`config.mk`:
```
export PLATFORM = sky130hd
export DESIGN_NAME = serial_compare_ctrl
export DESIGN_NICKNAME = d
export VERILOG_FILES = /design/src/rtl/serial_compare_ctrl_pkg.sv /design/src/rtl/serial_mag_core.sv /design/src/rtl/serial_compare_ctrl.sv
export SDC_FILE = /design/constraint.sdc
export NUM_CORES = 1
export LEC_CHECK = 0
export ABC_AREA = 1
export CORE_AREA = 2 2 53 55
export DETAILED_ROUTE_END_ITERATION = 10
export DIE_AREA = 0 0 55 57
export GPL_TIMING_DRIVEN = 0
export HOLD_SLACK_MARGIN = 0.08
export PLACE_DENSITY = 0.72
export SLEW_MARGIN = 10
export SYNTH_ARGS = -nofsm -noshare
export SYNTH_HDL_FRONTEND = slang
export SYNTH_SLANG_ARGS = --single-unit
```
`constraint.sdc`:
```
create_clock -name clock -period 1.5 [get_ports clock]
set_clock_uncertainty 0.05 [all_clocks]
set_input_delay 0.375 -clock clock [delete_from_list [all_inputs] [get_ports clock]]
set_output_delay 0.375 -clock clock [all_outputs]
set_load 0.01 [all_outputs]
```
`src/rtl/serial_compare_ctrl_pkg.sv`:
```
// Shared types for the bit-serial magnitude comparator.
package serial_compare_ctrl_pkg;

  typedef enum logic [1:0] {
    IDLE  = 2'd0,
    SHIFT = 2'd1,
    DONE  = 2'd2
  } state_t;

endpackage

```
`src/rtl/serial_mag_core.sv`:
```
// Sticky greater/less flag pair fed one bit pair per enabled cycle, MSB first.
module serial_mag_core (
  input  logic clk_i,
  input  logic rst_i,
  input  logic clr_i,
  input  logic en_i,
  input  logic a_i,
  input  logic b_i,
  output logic gt_o,
  output logic lt_o
);

  logic gt_q, gt_d;
  logic lt_q, lt_d;

  // Each flag is blocked by the other, so the first differing bit wins and both never set.
  always_comb begin
    gt_d = gt_q;
    lt_d = lt_q;
    if (clr_i) begin
      gt_d = 1'b0;
      lt_d = 1'b0;
    end else if (en_i) begin
      gt_d = gt_q | (a_i & ~b_i & ~lt_q);
      lt_d = lt_q | (~a_i & b_i & ~gt_q);
    end
  end

  always_ff @(posedge clk_i or posedge rst_i) begin
    if (rst_i) begin
      gt_q <= 1'b0;
      lt_q <= 1'b0;
    end else begin
      gt_q <= gt_d;
      lt_q <= lt_d;
    end
  end

  assign gt_o = gt_q;
  assign lt_o = lt_q;

endmodule

```
`src/rtl/serial_compare_ctrl.sv`:
```
// Bit-serial comparator: shifts both operands out MSB first and stops at the first difference.
module serial_compare_ctrl
  import serial_compare_ctrl_pkg::*;
#(
  parameter int WIDTH = 8
) (
  input  logic                         clock,
  input  logic                         reset,
  input  logic                         start,
  input  logic [WIDTH-1:0]             A,
  input  logic [WIDTH-1:0]             B,
  output logic                         busy,
  output logic                         done,
  output logic                         AgtB,
  output logic                         AltB,
  output logic                         AeqB,
  output logic [$clog2(WIDTH+1)-1:0]   bits_used
);

  localparam int CW = $clog2(WIDTH+1);

  state_t           state_q, state_d;
  logic [WIDTH-1:0] sa_q, sa_d;
  logic [WIDTH-1:0] sb_q, sb_d;
  logic [CW-1:0]    cnt_q, cnt_d;
  logic             accept;
  logic             shift_en;
  logic             decide;
  logic             msb_a, msb_b;

  assign msb_a  = sa_q[WIDTH-1];
  assign msb_b  = sb_q[WIDTH-1];
  // True when this edge will set one of the flags, i.e. the result is already known.
  assign decide = (msb_a & ~msb_b & ~AltB) | (~msb_a & msb_b & ~AgtB);

  always_comb begin
    state_d  = state_q;
    sa_d     = sa_q;
    sb_d     = sb_q;
    cnt_d    = cnt_q;
    accept   = 1'b0;
    shift_en = 1'b0;
    case (state_q)
      IDLE, DONE: begin
        if (start) begin
          accept  = 1'b1;
          sa_d    = A;
          sb_d    = B;
          cnt_d   = '0;
          state_d = SHIFT;
        end else begin
          state_d = IDLE;
        end
      end
      SHIFT: begin
        shift_en = 1'b1;
        sa_d     = {sa_q[WIDTH-2:0], 1'b0};
        sb_d     = {sb_q[WIDTH-2:0], 1'b0};
        cnt_d    = cnt_q + CW'(1);
        if (decide || (cnt_d == CW'(WIDTH))) begin
          state_d = DONE;
        end
      end
      default: state_d = IDLE;
    endcase
  end

  always_ff @(posedge clock or posedge reset) begin
    if (reset) begin
      state_q <= IDLE;
      sa_q    <= '0;
      sb_q    <= '0;
      cnt_q   <= '0;
    end else begin
      state_q <= state_d;
      sa_q    <= sa_d;
      sb_q    <= sb_d;
      cnt_q   <= cnt_d;
    end
  end

  serial_mag_core u_mag (
    .clk_i (clock),
    .rst_i (reset),
    .clr_i (accept),
    .en_i  (shift_en),
    .a_i   (msb_a),
    .b_i   (msb_b),
    .gt_o  (AgtB),
    .lt_o  (AltB)
  );

  assign busy      = (state_q == SHIFT);
  assign done      = (state_q == DONE);
  assign AeqB      = ~(AgtB | AltB);
  assign bits_used = cnt_q;

endmodule
```
==> flow_summary_export.csv, run 1 <==
group,metric,value,unit
yosys,syn-num-nets,144,
routing,ant_nets,0,
cts,cts_buffers,3,
global_route,grt_antenna_before_repair,0,
routing,first_iter_violations,12,
critical_path,path_max_fanout,2,
run_status,status,"finished clean",
timing,worst_slew_pin_slew,0.853,ns
cts,htreeDepth,1,
global_route,grt_usage,18.2,%
timing,slew_viol_final,0,
critical_path,worstPathCellList,"buf_6 -> nor2_4 -> buf_6",
routing,drc_errors,0,
yosys,syn_inst,124,
critical_path,reg2reg_from,"state_q[0]",
die,num_rows,19,
yosys,postSynthAreaPerCell,8.97,sq um
global_route,grt_pass1_vias,975,
critical_path,required,1.07,ns
yosys,synth_cell_types,19,
critical_path,crit_arrival,1.02,ns
final_layout,synthToLayoutAreaGrowth,36.6,%
timing,hold_slack,0.465,ns
die,initial_utilization,42.5,%
routing,vias,966,
timing,min_period,1.44,ns
yosys,synthesis.area,1110,sq um
critical_path,crit_path_end_kind,"output pin",
critical_path,r2r-end,"sb_q[7]",
global_route,grt_first_pass_wirelength,4110,um
cts,clk_pin_slew,0.13,ns
critical_path,endpoint,"AeqB",
routing,wl_per_cell,12.5,um
critical_path,crit_path_start,"u_mag.gt_o",
timing,post-route-period-util,96.1,%
timing,report.final.hold_viol_count,0,
yosys,ys_seq_elements,24,
cts,clk_latency,0.31,ns
final_layout,drive_gt1_share,15.0,%
die,coreArea,2620,sq um
critical_path,path_common_cell,"buf_6",
final_layout,fin_nets,181,
final_layout,fin_util,58.1,%
pwr,ir_drop,0.00134,V
die,dieArea,3140,sq um
cts,clock-sinks,24,
final_layout,final_cells,191,
timing,final-setup-viol-count,0,
pwr,power_per_cell_area,2060,nW/um^2
critical_path,critPathMaxStageDelay,0.40,ns
cts,clock_path_buffers,2,
pwr,p_leak,0.000710,uW
yosys,yosysWarnings,0,
place,io_buffers,27,
die,io-pin-count,28,
cts,tritoncts,"yes",
timing,slew-limit-headroom,43.1,%
routing,wl,2380,um
critical_path,worstSetupPathType,"reg -> out",
yosys,synth.yosys.seq_area_share,54.0,%
critical_path,r2r_setup_slack,0.22,ns
routing,viasPerCell,5.06,
place,hpwlAfterDp,1610,um
critical_path,crit_slowest_cell,"dfrtp_1",
critical_path,start_kind,"register",
cts,ctsHoldBuffers,0,
global_route,grt_max_degree,25,
die,die_w,55,um
timing,timing.fmax,693,MHz
worst_hold_path,holdCritPathClass,"in -> async",
final_layout,antennaDiodeCount,0,
timing,rsz0062_at_grt,"false",
flow_run,max_cap_violations,0,
place,placed_cells,182,
die,die_h,57,um
cts,cts-root-buf,"clkbuf_4",
global_route,overflow,0,
routing,firstDrtPassIters,4,
place,gp_congestion,0.814,
critical_path,reg2reg_depth,6,
timing,tns,0,ns
==> timing repair <==
action / in CTS / in global routing
pin swaps: 0 / 0
gates resized for setup: 22 / 7
endpoints found under the setup margin: 9 / 3
buffers inserted: 6 / 0
==> where the power goes <==
part | internal [uW] | total, uW | leakage [uW] | switching, uW
clock | 270 | 464 | 0.0000279 | 194
combinational | 694 | 1560 | 0.000401 | 862
sequential | 938 | 1110 | 0.000281 | 173
total | 1900 | 3130 | 0.000710 | 1230
==> synthesized netlist by cell type <==
cell     count  area (sq um)
buf_4        3          22.5
nor2_1      19          71.3
nand2_8      1          20.0
buf_6        1          11.3
nand3_1      4          20.0
ha_1         1          12.5
nand2_1     14          52.6
buf_8        1          15.0
o21ai_0      4          20.0
nand4_1      1          6.26
o22ai_1     14          87.6
nor3_1      14          70.1
inv_1       15          56.3
dfrtp_1     24           601
inv_2        1          3.75
nand2_2      1          6.26
nand2_4      1          11.3
a21oi_1      2          10.0
o21ai_1      3          15.0
==> cell type report <==
class | instances | area, sq um
flip-flops and latches | 24 | 601
well taps | 31 | 38.8
fillers | 234 | 1100
multi-input cells | 79 | 415
inverters | 16 | 65.1
plain buffers | 4 | 41.3
clock inverters | 1 | 30.0
clock buffers | 3 | 22.5
repair buffers | 33 | 305
==> sequential cells by signal, indices dropped and copies added, names as in the netlist <==
name and cells:
sa_q 8, sb_q 8, bits_used 4, state_q 2, u_mag.gt_o 1, u_mag.lt_o 1
==> layout by cell type (no fill, tap or decap), drive strengths merged, types with 2 or more instances in the layout <==
master / count
dfrtp: 24
nor2: 19
clkdlybuf4s50: 18
nand2: 17
inv: 16
nor3: 14
o22ai: 14
buf: 13
o21ai: 7
dlygate4sd2: 5
nand3: 4
clkbuf: 4
a21oi: 2
==> metal layers <==
metal | track usage, % | vias to the layer above | wire length [um]
met5 | 0 | - | 0
met4 | 7.32 | 0 | 30
met3 | 2.36 | 4 | 85
met2 | 29.4 | 20 | 1150
met1 | 24.5 | 455 | 1120
li1 | - | 487 | -
==> how the worst min path moves through the flow <==
stage	start	endpoint	slack [ns]	cells past startpoint
floorplan	reset	bits_used[0]	0.34	1
global placement	sb_q[0]	sb_q[0]	0.46	2
detailed placement	sb_q[0]	sb_q[0]	0.46	2
CTS	sb_q[0]	sb_q[0]	0.49	2
global route	sa_q[0]	sa_q[0]	0.53	2
finish	reset	u_mag.lt_o	0.46	2
==> per-stage QoR <==
step	total power (uW)	cell area [sq um]	setup slack, ns
global route	3400	1520	0.000575
global placement	2520	1420	-0.304
floorplan	2100	1110	0.324
CTS	3100	1510	-0.0523
detailed placement	2570	1420	-0.320
finish	3130	1520	0.0579
==> worst max-delay path, delay by kind of cell, from the launching register on <==
| family | cells | cell delay, ns |
|---|---|---|
| simple gates | 1 | 0.07 |
| buf+inv | 2 | 0.22 |
| flops | 1 | 0.40 |
==> kinds of logic (layout without fill, tap and decap cells) <==
kind of cell,Yosys count,count (layout),share of synthesized area (%)
simple gates,55,55,23.2
flops,24,24,54.0
compound gates,23,23,11.9
buf+inv,21,57,9.78
fa+ha+maj,1,1,1.12
No activity file was read; power rests on OpenSTA's default activity.
==> run 2: changes to the inputs <==
--- a/config.mk
+++ b/config.mk
@@ -6,12 +6,13 @@
 export NUM_CORES = 1
 export LEC_CHECK = 0
 export ABC_AREA = 1
+export CAP_MARGIN = 10
 export CORE_AREA = 2 2 53 55
 export DETAILED_ROUTE_END_ITERATION = 10
 export DIE_AREA = 0 0 55 57
 export GPL_TIMING_DRIVEN = 0
 export HOLD_SLACK_MARGIN = 0.08
-export PLACE_DENSITY = 0.72
+export PLACE_DENSITY = 0.77
 export SLEW_MARGIN = 10
 export SYNTH_ARGS = -nofsm -noshare
 export SYNTH_HDL_FRONTEND = slang
==> constraint.sdc (replaced) <==
create_clock -name clock -period 1.58 [get_ports clock]
set_clock_uncertainty 0.05 [all_clocks]
set_input_delay 0.395 -clock clock [delete_from_list [all_inputs] [get_ports clock]]
set_output_delay 0.395 -clock clock [all_outputs]
set_load 0.01 [all_outputs]
==> run 2 against run 1 <==
  * Total power is 12% lower
  * Combinational power is 6% lower
  * Sequential power is 5% lower
  * Cell count stayed put
  * Non-clock buffer count is 1 higher
  * Clock-buffer cell count stayed put
  * Register-to-register slack better by 0.05 ns
  * Critical path depth is 1 higher
==> flow_summary_export.csv, run 2 (synthesis gave the netlist of run 1 again) <==
group,metric,value,unit
run_status,status,"finished clean",
die,num_rows,19,
routing,firstDrtPassIters,4,
timing,slew-limit-headroom,40.7,%
final_layout,antennaDiodeCount,0,
pwr,finalPower,2770,uW
final_layout,final_common_cell,"dfrtp_1",
global_route,grt_pass1_vias,1022,
global_route,grtUsageMet1,24.1,%
pwr,ir_drop,0.00115,V
critical_path,r2r-end,"sa_q[1]",
critical_path,required,1.13,ns
routing,drc_errors,0,
timing,timing.fmax,661,MHz
place,io_buffers,27,
die,coreArea,2620,sq um
timing,final-setup-viol-count,0,
timing,worst_slew_pin_slew,0.888,ns
final_layout,fin_nets,182,
global_route,grt_first_pass_wirelength,4200,um
worst_hold_path,min_path_cells,2,
final_layout,final_cell_mix,"dfrtp_1 (24), nor2_1 (19), clkdlybuf4s50_1 (18), inv_1 (15)",
timing,min_period,1.51,ns
timing,rsz0062_at_grt,"false",
place,gp_congestion,0.727,
routing,viasPerCell,5.19,
worst_hold_path,holdCritPathClass,"reg -> reg",
cts,clock-sinks,24,
global_route,gr-usage-met2,29.6,%
final_layout,synthToLayoutAreaGrowth,33.5,%
critical_path,reg2reg_from,"state_q[0]",
worst_hold_path,min_from,"sa_q[0]",
worst_hold_path,holdPathEnd,"sa_q[0]",
die,initial_utilization,42.5,%
critical_path,crit_arrival,1.07,ns
pwr,p_leak,0.000697,uW
routing,wl_per_cell,12.7,um
place,hpwlAfterDp,1730,um
routing,ant_nets,0,
cts,clk_pin_slew,0.12,ns
global_route,overflow,0,
final_layout,postLayoutCellArea,1490,sq um
global_route,gr-usage-met3,2.62,%
timing,slew_viol_final,0,
cts,cts-root-buf,"clkbuf_4",
cts,clk_latency,0.30,ns
die,io-pin-count,28,
critical_path,reg2reg_depth,6,
cts,cts_buffers,3,
global_route,grt_antenna_before_repair,0,
global_route,grt.busiest_layer,"met2",
flow_run,max_cap_violations,0,
critical_path,crit_path_start,"state_q[1]",
critical_path,crit_path_end_kind,"output pin",
critical_path,worstSetupPathType,"reg -> out",
critical_path,path_max_fanout,9,
timing,post-route-period-util,95.8,%
timing,report.final.hold_viol_count,0,
routing,first_iter_violations,3,
pwr,power_per_cell_area,1860,nW/um^2
critical_path,start_kind,"register",
cts,htreeDepth,1,
die,die_h,57,um
global_route,grt_max_degree,25,
die,dieArea,3140,sq um
die,die_w,55,um
cts,tritoncts,"yes",
final_layout,drive_gt1_share,12.5,%
global_route,grt_usage,18.1,%
routing,wl,2430,um
final_layout,fin_util,56.8,%
routing,vias,992,
critical_path,r2r_setup_slack,0.27,ns
place,dpl_cell_area,1420,sq um
cts,clock_path_buffers,2,
final_layout,nFillCells,263,
## run 2: how the worst max path moves through the flow
stage	slack, ns	cells after the start	end
CTS	-0.02	4	busy
global placement	-0.24	5	busy
global route	0.0002	3	AeqB
detailed placement	-0.27	5	busy
finish	0.07	4	busy
floorplan	0.38	4	busy
## run 2: final cells by class
type	count	area, sq um	area share, %
multi-input combinational	79	403	27.1
inverter	16	67.6	4.55
tap	31	38.8	2.61
timing repair buffer	34	312	21.0
sequential	24	601	40.4
buffer	4	41.3	2.78
clock buffer	3	22.5	1.52
## run 2: layer usage
| layer | vias to the layer above | wire [um] |
|---|---|---|
| met5 | - | 0 |
| li1 | 488 | - |
| met2 | 25 | 1250 |
| met3 | 4 | 88 |
| met4 | 0 | 29 |
| met1 | 475 | 1060 |
## run 2: metrics by stage
stage / setup slack [ns] / hold WS, ns / instances / TNS, ns
floorplan: 0.384 / 0.360 / 124 / 0
global placement: -0.242 / 0.464 / 182 / -0.564
detailed placement: -0.268 / 0.468 / 182 / -1.23
CTS: -0.0169 / 0.490 / 188 / -0.0169
global route: 0.000217 / 0.520 / 191 / 0
finish: 0.0663 / 0.482 / 191 / 0
## run 2: where the power goes
group          switching, uW  leakage [uW]  internal (uW)  total (uW)
registers                160      0.000281            892        1050
logic                    806      0.000402            657        1460
clock network            164     0.0000138           89.0         253
## run 2: worst max-delay path: stages, from the launching register on
cell and delay, ns:
dfrtp_1 0.38, inv_1 0.08, nand2_2 0.11, inv_8 0.10
buf_6 0.10
## run 2: timing repair
item / 4_1_cts / 5_1_grt
endpoints found under the setup margin: 9 / 2
resized for setup: 18 / 3
buffers inserted: 4 / 3
hold buffers: 0 / 0
cloned: 0 / 0
==> run 3: changes to the inputs <==
--- a/config.mk
+++ b/config.mk
@@ -7,12 +7,12 @@
 export LEC_CHECK = 0
 export ABC_AREA = 1
 export CAP_MARGIN = 10
-export CORE_AREA = 2 2 53 55
+export CORE_AREA = 2 2 52 54
 export DETAILED_ROUTE_END_ITERATION = 10
-export DIE_AREA = 0 0 55 57
+export DIE_AREA = 0 0 54 56
 export GPL_TIMING_DRIVEN = 0
 export HOLD_SLACK_MARGIN = 0.08
-export PLACE_DENSITY = 0.77
+export PLACE_DENSITY = 0.8
 export SLEW_MARGIN = 10
 export SYNTH_ARGS = -nofsm -noshare
 export SYNTH_HDL_FRONTEND = slang
==> run 3 against run 2 <==
  * Design area grew 1.6%
  * Hold slack lost 0.0041 ns
  * Sequential share of layout area shrank 0.55 points
  * Sequential power is essentially flat
  * Non-clock buffer count is the same
  * Worst setup slack lost 0.0080 ns
  * Critical endpoint unchanged
  * Via count grew 0.91%
==> flow_summary_export.csv, run 3 (synthesis gave the netlist of run 1 again) <==
group,metric,value,unit
global_route,grt_first_pass_wirelength,4410,um
critical_path,reg2reg_depth,7,
timing,rsz0062_at_grt,"false",
timing,slew_viol_final,0,
die,dieArea,3020,sq um
routing,vias,1001,
final_layout,final_common_cell,"dfrtp_1",
critical_path,worstSetupPathType,"reg -> out",
routing,viasPerCell,5.24,
timing,timing.fmax,657,MHz
critical_path,reg2reg_from,"state_q[0]",
timing,worst_slew_pin_slew,0.917,ns
timing,post-route-period-util,96.3,%
critical_path,r2r-end,"sb_q[7]",
die,die_w,54,um
critical_path,required,1.13,ns
worst_hold_path,min_from,"sb_q[0]",
timing,final-setup-viol-count,0,
cts,clock-sinks,24,
die,initial_utilization,45.7,%
pwr,p_leak,0.000707,uW
global_route,grt_pass1_vias,1080,
global_route,grt_antenna_before_repair,0,
final_layout,fin_util,62.0,%
cts,htreeDepth,1,
pwr,power_per_cell_area,1920,nW/um^2
place,io_buffers,27,
place,hpwlAfterDp,1760,um
routing,ant_nets,0,
timing,tns,0,ns
global_route,overflow,0,
routing,first_iter_violations,9,
place,gp_congestion,0.818,
final_layout,final_cell_mix,"dfrtp_1 (23), nor2_1 (19), clkdlybuf4s50_1 (18)",
timing,min_period,1.52,ns
routing,drc_errors,0,
flow_run,max_cap_violations,0,
critical_path,crit_arrival,1.08,ns
routing,firstDrtPassIters,4,
cts,cts_buffers,3,
routing,wl_per_cell,13.5,um
cts,tritoncts,"yes",
worst_hold_path,min_path_cells,2,
cts,ctsHoldBuffers,0,
final_layout,drive_gt1_share,14.3,%
place,placed_cells,181,
cts,clk_latency,0.32,ns
pwr,ir_drop,0.000978,V
critical_path,start_kind,"register",
cts,clock_path_buffers,2,
die,die_h,56,um
timing,slew-limit-headroom,38.8,%
die,io-pin-count,28,
timing,report.final.hold_viol_count,0,
critical_path,path_max_fanout,11,
cts,clk_pin_slew,0.13,ns
final_layout,fin_nets,182,
routing,wl,2580,um
worst_hold_path,holdPathEnd,"sb_q[0]",
run_status,status,"finished clean",
critical_path,crit_path_end_kind,"output pin",
global_route,grt_max_degree,25,
die,num_rows,18,
final_layout,synthToLayoutAreaGrowth,35.7,%
critical_path,r2r_setup_slack,0.17,ns
pwr,finalPower,2900,uW
final_layout,nFillCells,206,
die,coreArea,2430,sq um
worst_hold_path,holdCritPathClass,"reg -> reg",
cts,cts-root-buf,"clkbuf_4",
final_layout,final_cells,191,
global_route,grt_usage,19.6,%
final_layout,antennaDiodeCount,0,
==> run 3: how the worst max path moves through the flow <==
stage	slack, ns	to	depth (start not counted)	start
after global routing	0.02	AeqB	2	u_mag.lt_o
after CTS	-0.006	done	2	state_q[0]
after detailed placement	-0.29	busy	5	state_q[1]
after global placement	-0.24	busy	5	state_q[1]
final	0.06	busy	3	state_q[0]
after floorplan	0.38	busy	4	state_q[1]
==> run 3: metrics by stage <==
step	hold slack (ns)	cell area, sq um	worst slack, ns
detailed placement	0.462	1420	-0.286
CTS	0.482	1480	-0.00598
global route	0.523	1510	0.0161
finish	0.478	1510	0.0584
floorplan	0.360	1110	0.384
global placement	0.460	1420	-0.240
==> run 3: worst max-delay path, cell delays in order, from the launching register on <==
cell and delay (ns):
dfrtp_1 0.44, nand2_4 0.11, clkinv_8 0.08, buf_6 0.12
==> run 3: power breakdown <==
group          internal, uW  switching [uW]  total [uW]
clock network           141             183         324
registers               893             165        1060
logic                   676             839        1510
total                  1710            1190        2900
==> run 3: area by class of cell <==
| type | instances | area (sq um) | area share (%) |
|---|---|---|---|
| Multi-Input combinational cell | 79 | 408 | 27.0 |
| Timing Repair Buffer | 34 | 312 | 20.6 |
| Buffer | 4 | 41.3 | 2.74 |
| Clock buffer | 4 | 36.3 | 2.40 |
| Inverter | 16 | 72.6 | 4.81 |
| Tap cell | 30 | 37.5 | 2.49 |
| Sequential cell | 24 | 602 | 39.9 |
==> run 3: what timing repair did <==
action                                  in CTS  in global routing
pin swaps                                    0                  1
endpoints found under the setup margin       9                  3
setup buffers                                3                  4
gates resized for setup                     19                  4
cloned                                       0                  0
==> run 3: routing by layer <==
layer | up-vias | part of all wire (%) | wire length (um) | GRT usage [%]
met3 | 5 | 4.5 | 117 | 1.61
met2 | 31 | 50 | 1280 | 33.3
met1 | 477 | 43 | 1110 | 23.6
met4 | 0 | 2.5 | 65 | 10.4
met5 | - | 0 | 0 | 0
li1 | 488 | - | - | -
